### config.mk
export PLATFORM = sky130hd
export DESIGN_NAME = ysyx_23060171_stage_buf_flat
export DESIGN_NICKNAME = d
export VERILOG_FILES = /design/src/rtl/ysyx_23060171_stage_buf_if.sv /design/src/rtl/ysyx_23060171_stage_buf.sv /design/src/flat_wrapper.sv
export SDC_FILE = /design/constraint.sdc
export NUM_CORES = 1
export LEC_CHECK = 0
export CORE_ASPECT_RATIO = 1.75
export CORE_MARGIN = 2
export CORE_UTILIZATION = 40
export CTS_BUF_LIST = sky130_fd_sc_hd__clkbuf_4
export DETAILED_ROUTE_END_ITERATION = 8
export PLACE_DENSITY = 0.67
export SLEW_MARGIN = 20
export SYNTH_ARGS = -nofsm -noshare
export SYNTH_HDL_FRONTEND = slang
export SYNTH_SLANG_ARGS = --single-unit
### constraint.sdc
create_clock -name clk -period 5.1 [get_ports clk]
set_input_delay 1.53 -clock clk [delete_from_list [all_inputs] [get_ports clk]]
set_output_delay 1.53 -clock clk [all_outputs]
set_load 0.02 [all_outputs]
### src/rtl/ysyx_23060171_stage_buf_if.sv
// Valid/ready handshake bundle between two pipeline stages and the buffer that sits between them.
interface ysyx_23060171_stage_buf_if #(
  parameter int unsigned WIDTH = 32
);
  logic             in_valid;
  logic             in_ready;
  logic [WIDTH-1:0] in_data;
  logic             out_valid;
  logic             out_ready;
  logic [WIDTH-1:0] out_data;

  modport master (
    output in_valid, in_data, out_ready,
    input  in_ready, out_valid, out_data
  );

  modport slave (
    input  in_valid, in_data, out_ready,
    output in_ready, out_valid, out_data
  );
endinterface

### src/rtl/ysyx_23060171_stage_buf.sv
// Inter-stage circular queue with valid/ready handshake, optional empty-bypass,
// synchronous flush and a saturating stall-cycle counter.
module ysyx_23060171_stage_buf #(
  parameter int unsigned  WIDTH  = 32,
  parameter int unsigned  DEPTH  = 2,
  parameter bit           BYPASS = 1'b0,
  localparam int unsigned CW     = $clog2(DEPTH + 1)
) (
  input  logic                       clk,
  input  logic                       rst,
  input  logic                       flush,
  ysyx_23060171_stage_buf_if.slave   bus,
  output logic [CW-1:0]              count,
  output logic [31:0]                stall_cnt
);
  localparam int unsigned PW = (DEPTH > 1) ? $clog2(DEPTH) : 1;

  logic [WIDTH-1:0] mem [DEPTH];

  logic [CW-1:0] cntQ, cntD;
  logic [PW-1:0] wrPtrQ, wrPtrD;
  logic [PW-1:0] rdPtrQ, rdPtrD;
  logic [31:0]   stallCntQ, stallCntD;

  logic             empty;
  logic             passThru;
  logic             inReady;
  logic             outValid;
  logic [WIDTH-1:0] outData;
  logic             push;
  logic             pop;
  logic             pushStore;
  logic             popStore;

  function automatic logic [PW-1:0] nextPtr(input logic [PW-1:0] p);
    return (p == PW'(DEPTH - 1)) ? '0 : p + PW'(1);
  endfunction

  // Handshake: a bypassed entry popped in the same cycle never touches storage.
  always_comb begin
    empty    = (cntQ == '0);
    passThru = BYPASS && empty;
    inReady  = rst && !flush && (cntQ < CW'(DEPTH));
    if (passThru) begin
      outValid = rst && !flush && bus.in_valid;
      outData  = rst ? bus.in_data : '0;
    end else begin
      outValid = rst && !flush && !empty;
      outData  = outValid ? mem[rdPtrQ] : '0;
    end
    push      = bus.in_valid && inReady;
    pop       = outValid && bus.out_ready;
    pushStore = push && !(passThru && pop);
    popStore  = pop && !passThru;
  end

  always_comb begin
    cntD   = cntQ;
    wrPtrD = wrPtrQ;
    rdPtrD = rdPtrQ;
    if (flush) begin
      cntD   = '0;
      wrPtrD = '0;
      rdPtrD = '0;
    end else begin
      if (pushStore) wrPtrD = nextPtr(wrPtrQ);
      if (popStore)  rdPtrD = nextPtr(rdPtrQ);
      cntD = cntQ + CW'(pushStore) - CW'(popStore);
    end
    stallCntD = (outValid && !bus.out_ready && (stallCntQ != '1)) ? stallCntQ + 32'd1 : stallCntQ;
  end

  always_ff @(posedge clk or negedge rst) begin
    if (!rst) begin
      cntQ      <= '0;
      wrPtrQ    <= '0;
      rdPtrQ    <= '0;
      stallCntQ <= '0;
    end else begin
      cntQ      <= cntD;
      wrPtrQ    <= wrPtrD;
      rdPtrQ    <= rdPtrD;
      stallCntQ <= stallCntD;
    end
  end

  // Payload storage is intentionally left unreset.
  always_ff @(posedge clk) begin
    if (pushStore) mem[wrPtrQ] <= bus.in_data;
  end

  assign bus.in_ready  = inReady;
  assign bus.out_valid = outValid;
  assign bus.out_data  = outData;
  assign count         = cntQ;
  assign stall_cnt     = stallCntQ;
endmodule

### src/flat_wrapper.sv
// flat-port wrapper written by rule: the top's interface ports become plain ports
module ysyx_23060171_stage_buf_flat 
#(
  parameter int unsigned  WIDTH  = 32,
  parameter int unsigned  DEPTH  = 2,
  parameter bit           BYPASS = 1'b0,
  localparam int unsigned CW     = $clog2(DEPTH + 1)
)
  (clk, rst, flush, count, stall_cnt, bus_in_valid, bus_in_data, bus_out_ready, bus_in_ready, bus_out_valid, bus_out_data);
  ysyx_23060171_stage_buf_if #(.WIDTH(WIDTH)) bus_i ();
  input  logic clk;
  input  logic rst;
  input  logic flush;
  output logic [CW-1:0] count;
  output logic [31:0] stall_cnt;
  input wire logic [$bits(bus_i.in_valid)-1:0] bus_in_valid;
  input wire logic [$bits(bus_i.in_data)-1:0] bus_in_data;
  input wire logic [$bits(bus_i.out_ready)-1:0] bus_out_ready;
  output wire logic [$bits(bus_i.in_ready)-1:0] bus_in_ready;
  output wire logic [$bits(bus_i.out_valid)-1:0] bus_out_valid;
  output wire logic [$bits(bus_i.out_data)-1:0] bus_out_data;
  assign bus_i.in_valid = bus_in_valid;
  assign bus_i.in_data = bus_in_data;
  assign bus_i.out_ready = bus_out_ready;
  assign bus_in_ready = bus_i.in_ready;
  assign bus_out_valid = bus_i.out_valid;
  assign bus_out_data = bus_i.out_data;
  ysyx_23060171_stage_buf #(.WIDTH(WIDTH), .DEPTH(DEPTH), .BYPASS(BYPASS)) u_core (.clk(clk), .rst(rst), .flush(flush), .bus(bus_i), .count(count), .stall_cnt(stall_cnt));
endmodule
==> flow_metrics.env, run 1 <==
export IMPL_status="completed"
export IMPL_syn_to_final_growth_pct=31.0
export IMPL_grt_max_degree=37
export IMPL_arrival_ns=3.37
export IMPL_cts_tree="yes"
export IMPL_period_needed_ns=4.90
export IMPL_rsz0062_at_grt="no"
export IMPL_synthesis_nets=358
export IMPL_ir_drop_v=0.000158
export IMPL_nNetsFinal=466
export IMPL_drive_above_1_share=0.0858
export IMPL_holdPathEnd="u_core.stall_cnt[30]"
export IMPL_path_common_cell="clkdlybuf4s50_1"
export IMPL_path_clk_slew_ns=0.14
export IMPL_min_path_cells=1
export IMPL_final_hold_viol_count=0
export IMPL_dp_cells=545
export IMPL_synthDistinctLibCells=39
export IMPL_io_buffers=104
export IMPL_wl_mm=9.44
export IMPL_global_route_usage_total=0.167
export IMPL_hp_start="u_core.stall_cnt[30]"
export IMPL_synth_top_cell_area_share=0.447
export IMPL_viasPerCell=5.17
export IMPL_grt_pass1_wl_mm=14.6
export IMPL_grt_overflow_total=0
export IMPL_timing_rr_end="u_core.stall_cnt[25]"
export IMPL_postSynthAreaPerCell_um2=13.5
export IMPL_seq_area_mm2=0.00282
export IMPL_final_cells=561
export IMPL_crit_path_max_incr_delay_ns=0.62
export IMPL_vias=2902
export IMPL_worstPathCellList="clkdlybuf4s50_1 > nand2b_4 > or2_2 > buf_12 > nor2_1 > clkdlybuf4s50_1"
export IMPL_post_synth_top_area_cell="edfxtp_1"
export IMPL_path_class="primary input to primary output"
export IMPL_power_leakage_nw=2.12
export IMPL_post_cts_setup_buffers=0
export IMPL_slew_violations=0
export IMPL_clock_skew_final_ns=0.0182
export IMPL_yosysSeqAreaShare=0.656
export IMPL_powerDensity_mw_per_mm2=254
export IMPL_ys_warn_count=0
export IMPL_route_detailed_drc=0
export IMPL_setup_violations=0
export IMPL_slew_headroom=0.369
export IMPL_hpwlAfterDp_mm=6.66
export IMPL_cap_viol_max_count=0
export IMPL_io_pins=105
export IMPL_initial_core_util=0.407
export IMPL_cts_sinks=100
export IMPL_die_h_um=141
export IMPL_ys_flop_type="edfxtp_1"
export IMPL_num_rows=50
export IMPL_fin_crit_sh=0.962
export IMPL_antennaDiodeCount=0
export IMPL_max_freq_mhz=204
export IMPL_critPathSlowestCell="clkdlybuf4s50_1"
export IMPL_die_w_um=82.4
export IMPL_drt_iter0_markers=104
export IMPL_antenna_found_initial=0
export IMPL_hp_class="flop to flop"
export IMPL_htree_levels=3
export IMPL_place_gp_congestion=0.882
export IMPL_r2r_start="u_core.stall_cnt[0]"
export IMPL_nFillCells=935
export IMPL_grt_pass1_vias=2980
export IMPL_wl_per_cell_um=16.8
export IMPL_fin_setup_tns_ns=0
export IMPL_cp_top_family="buffers and inverters"
export IMPL_netlist_area_mm2=0.00430
export IMPL_synth_area_leaders="edfxtp_1 45%, dfrtp_1 21%, mux2i_1 7.4%"
export IMPL_fp_coreArea_mm2=0.0106
export IMPL_clock_latency_ns=0.46
export IMPL_cp_required_ns=3.57
export IMPL_worst_path_max_fanout=33
export IMPL_synth_cells=318
export IMPL_synth_edff_count=64
export IMPL_dr_pass1_iters=5
export IMPL_cp_end_kind="primary output"
export IMPL_async_flop_share=0.360
export IMPL_r2r_slack_ns=2.76
export IMPL_ctsRootBufferMaster="clkbuf_4"
export IMPL_ant_nets=0
export IMPL_cts_path_max_buffers=2
export IMPL_cts_resized=0
export IMPL_ctsHoldBuffers=0
export IMPL_path_buf_inv=3
export IMPL_numCtsBuffers=9
export IMPL_dieArea_mm2=0.0116
export IMPL_ys_seq_elements=100
export IMPL_worstMarginPinSlew_ns=0.946
export IMPL_multiInputGateArea_mm2=0.00141
export IMPL_crit_path_start_kind="primary input"
export IMPL_r2r_cells=6
-- worst reg2reg max path: cells and delay by family (launching register included) --
| family | cells | cell delay, ns |
|---|---|---|
| xor gates and xnor gates | 1 | 0.18 |
| DFF | 1 | 0.46 |
| and+or+nand+nor | 4 | 1.37 |
| adders and majority gates | 1 | 0.22 |
-- kinds of logic after synthesis --
family                   share of synthesized area
AND/OR/NAND/NOR                              0.159
buffers and inverters                       0.0180
multiplexers                                0.0771
XOR/XNOR                                    0.0672
adder cells (fa/ha/maj)                    0.00873
flip-flops                                   0.656
AO/OA/AOI/OAI                               0.0137
-- registers in the layout, summed over array words and instances, names as in the netlist --
signal            cells
u_core.wrPtrQ         1
u_core.stall_cnt     32
u_core.mem           64
u_core.count          2
u_core.rdPtrQ         1
-- through the flow --
step / setup slack (ns) / instance area [µm²] / total power, mW / util / hold WS (ns)
after global routing: 0.135 / 5630 / 1.49 / 0.533 / 0.512
after detailed placement: 0.00680 / 5510 / 1.06 / 0.521 / 0.479
after global placement: 0.0172 / 5510 / 1.05 / 0.521 / 0.476
final: 0.196 / 5630 / 1.43 / 0.533 / 0.507
after CTS: 0.00771 / 5630 / 1.45 / 0.533 / 0.505
after floorplan: 0.955 / 4300 / 0.972 / - / 0.524
-- how the worst max path moves through the flow --
| stage | slack, ns | end | start | depth (start not counted) |
|---|---|---|---|---|
| 2_1_floorplan | 0.95 | u_core.mem[0][0] | flush | 4 |
| 5_1_grt | 0.13 | bus_out_data[16] | flush | 6 |
| 6_report | 0.20 | bus_out_data[25] | flush | 6 |
| 3_5_place_dp | 0.007 | bus_out_data[24] | rst | 6 |
| 4_1_cts | 0.008 | bus_out_data[24] | rst | 6 |
| 3_3_place_gp | 0.02 | bus_out_data[24] | rst | 6 |
-- layout make-up --
cell class | instances | share of cell area
flip-flops and latches | 100 | 0.501
multi-input cells | 201 | 0.250
repair buffers | 109 | 0.194
well taps | 130 | 0.0289
clock buffers | 9 | 0.0120
clock inverters | 7 | 0.0104
inverters | 5 | 0.00333
-- cells in the final DEF, fill, tap and decap left out, drive strengths merged --
| cell | Yosys | routed |
|---|---|---|
| clkdlybuf4s50 | 0 | 103 |
| edfxtp | 64 | 64 |
| nor2 | 45 | 45 |
| dfrtp | 36 | 36 |
| mux2i | 32 | 32 |
| xor2 | 23 | 23 |
| nand2 | 15 | 15 |
| nor4 | 12 | 12 |
| nand4 | 11 | 11 |
| nand3 | 11 | 11 |
| xnor2 | 10 | 10 |
| clkbuf | 5 | 9 |
| nor3 | 9 | 9 |
| inv | 5 | 8 |
| and3 | 7 | 7 |
| buf | 7 | 5 |
| and2 | 4 | 4 |
| and4 | 4 | 4 |
| clkinv | 0 | 4 |
| a21oi | 3 | 3 |
| ha | 3 | 3 |
| nor2b | 3 | 3 |
| nand2b | 1 | 1 |
| or2 | 1 | 1 |
| or3 | 1 | 1 |
| a31oi | 1 | 1 |
| o41ai | 1 | 1 |
| mux2 | 1 | 1 |
| nor4b | 1 | 1 |
| or4 | 1 | 1 |
| o211a | 1 | 1 |
| dlymetal6s2s | 0 | 1 |
-- synthesized netlist by cell type (2+ instances only) --
library cell  number
edfxtp_1          64
nand4_1           11
and2_1             4
xor2_1            23
nand2_1           14
nor2b_1            3
ha_1               3
nor4_1            11
buf_1              3
and3_1             3
and4_1             3
a21oi_1            3
mux2i_1           32
and3_2             4
xnor2_1           10
buf_2              2
dfrtp_1           36
nor2_1            45
clkbuf_1           5
nor3_1             7
inv_1              5
nand3_1           10
-- where the power goes --
group          switching (mW)  internal [mW]  leakage [nW]  total (mW)
clock                   0.282          0.109        0.0741       0.391
combinational          0.0633         0.0710         0.977       0.134
sequential             0.0181          0.885          1.07       0.903
-- metal layers --
metal,wire length (µm),global-route usage,share of wire,vias to the layer above
li1,-,-,-,1365
met1,3660,0.182,0.39,1406
met2,4990,0.291,0.53,119
met3,629,0.0423,0.067,12
met4,155,0.0807,0.016,0
met5,0,0,0,-
(Power assumes the default switching activity.)
==> inputs of run 2 (changes only) <==
--- a/config.mk
+++ b/config.mk
@@ -5,6 +5,7 @@
 export SDC_FILE = /design/constraint.sdc
 export NUM_CORES = 1
 export LEC_CHECK = 0
+export CAP_MARGIN = 25
 export CORE_ASPECT_RATIO = 1.75
 export CORE_MARGIN = 2
 export CORE_UTILIZATION = 40
==> results of run 2 <==
Same layout as run 1: the final DEF is identical, and so are final timing and power.
==> inputs of run 3 (changes only) <==
--- a/config.mk
+++ b/config.mk
@@ -10,6 +10,7 @@
 export CORE_MARGIN = 2
 export CORE_UTILIZATION = 40
 export CTS_BUF_LIST = sky130_fd_sc_hd__clkbuf_4
+export CTS_CLUSTER_SIZE = 28
 export DETAILED_ROUTE_END_ITERATION = 8
 export PLACE_DENSITY = 0.67
 export SLEW_MARGIN = 20
==> results of run 3 <==
Same layout as run 1: the final DEF is identical, and so are final timing and power.
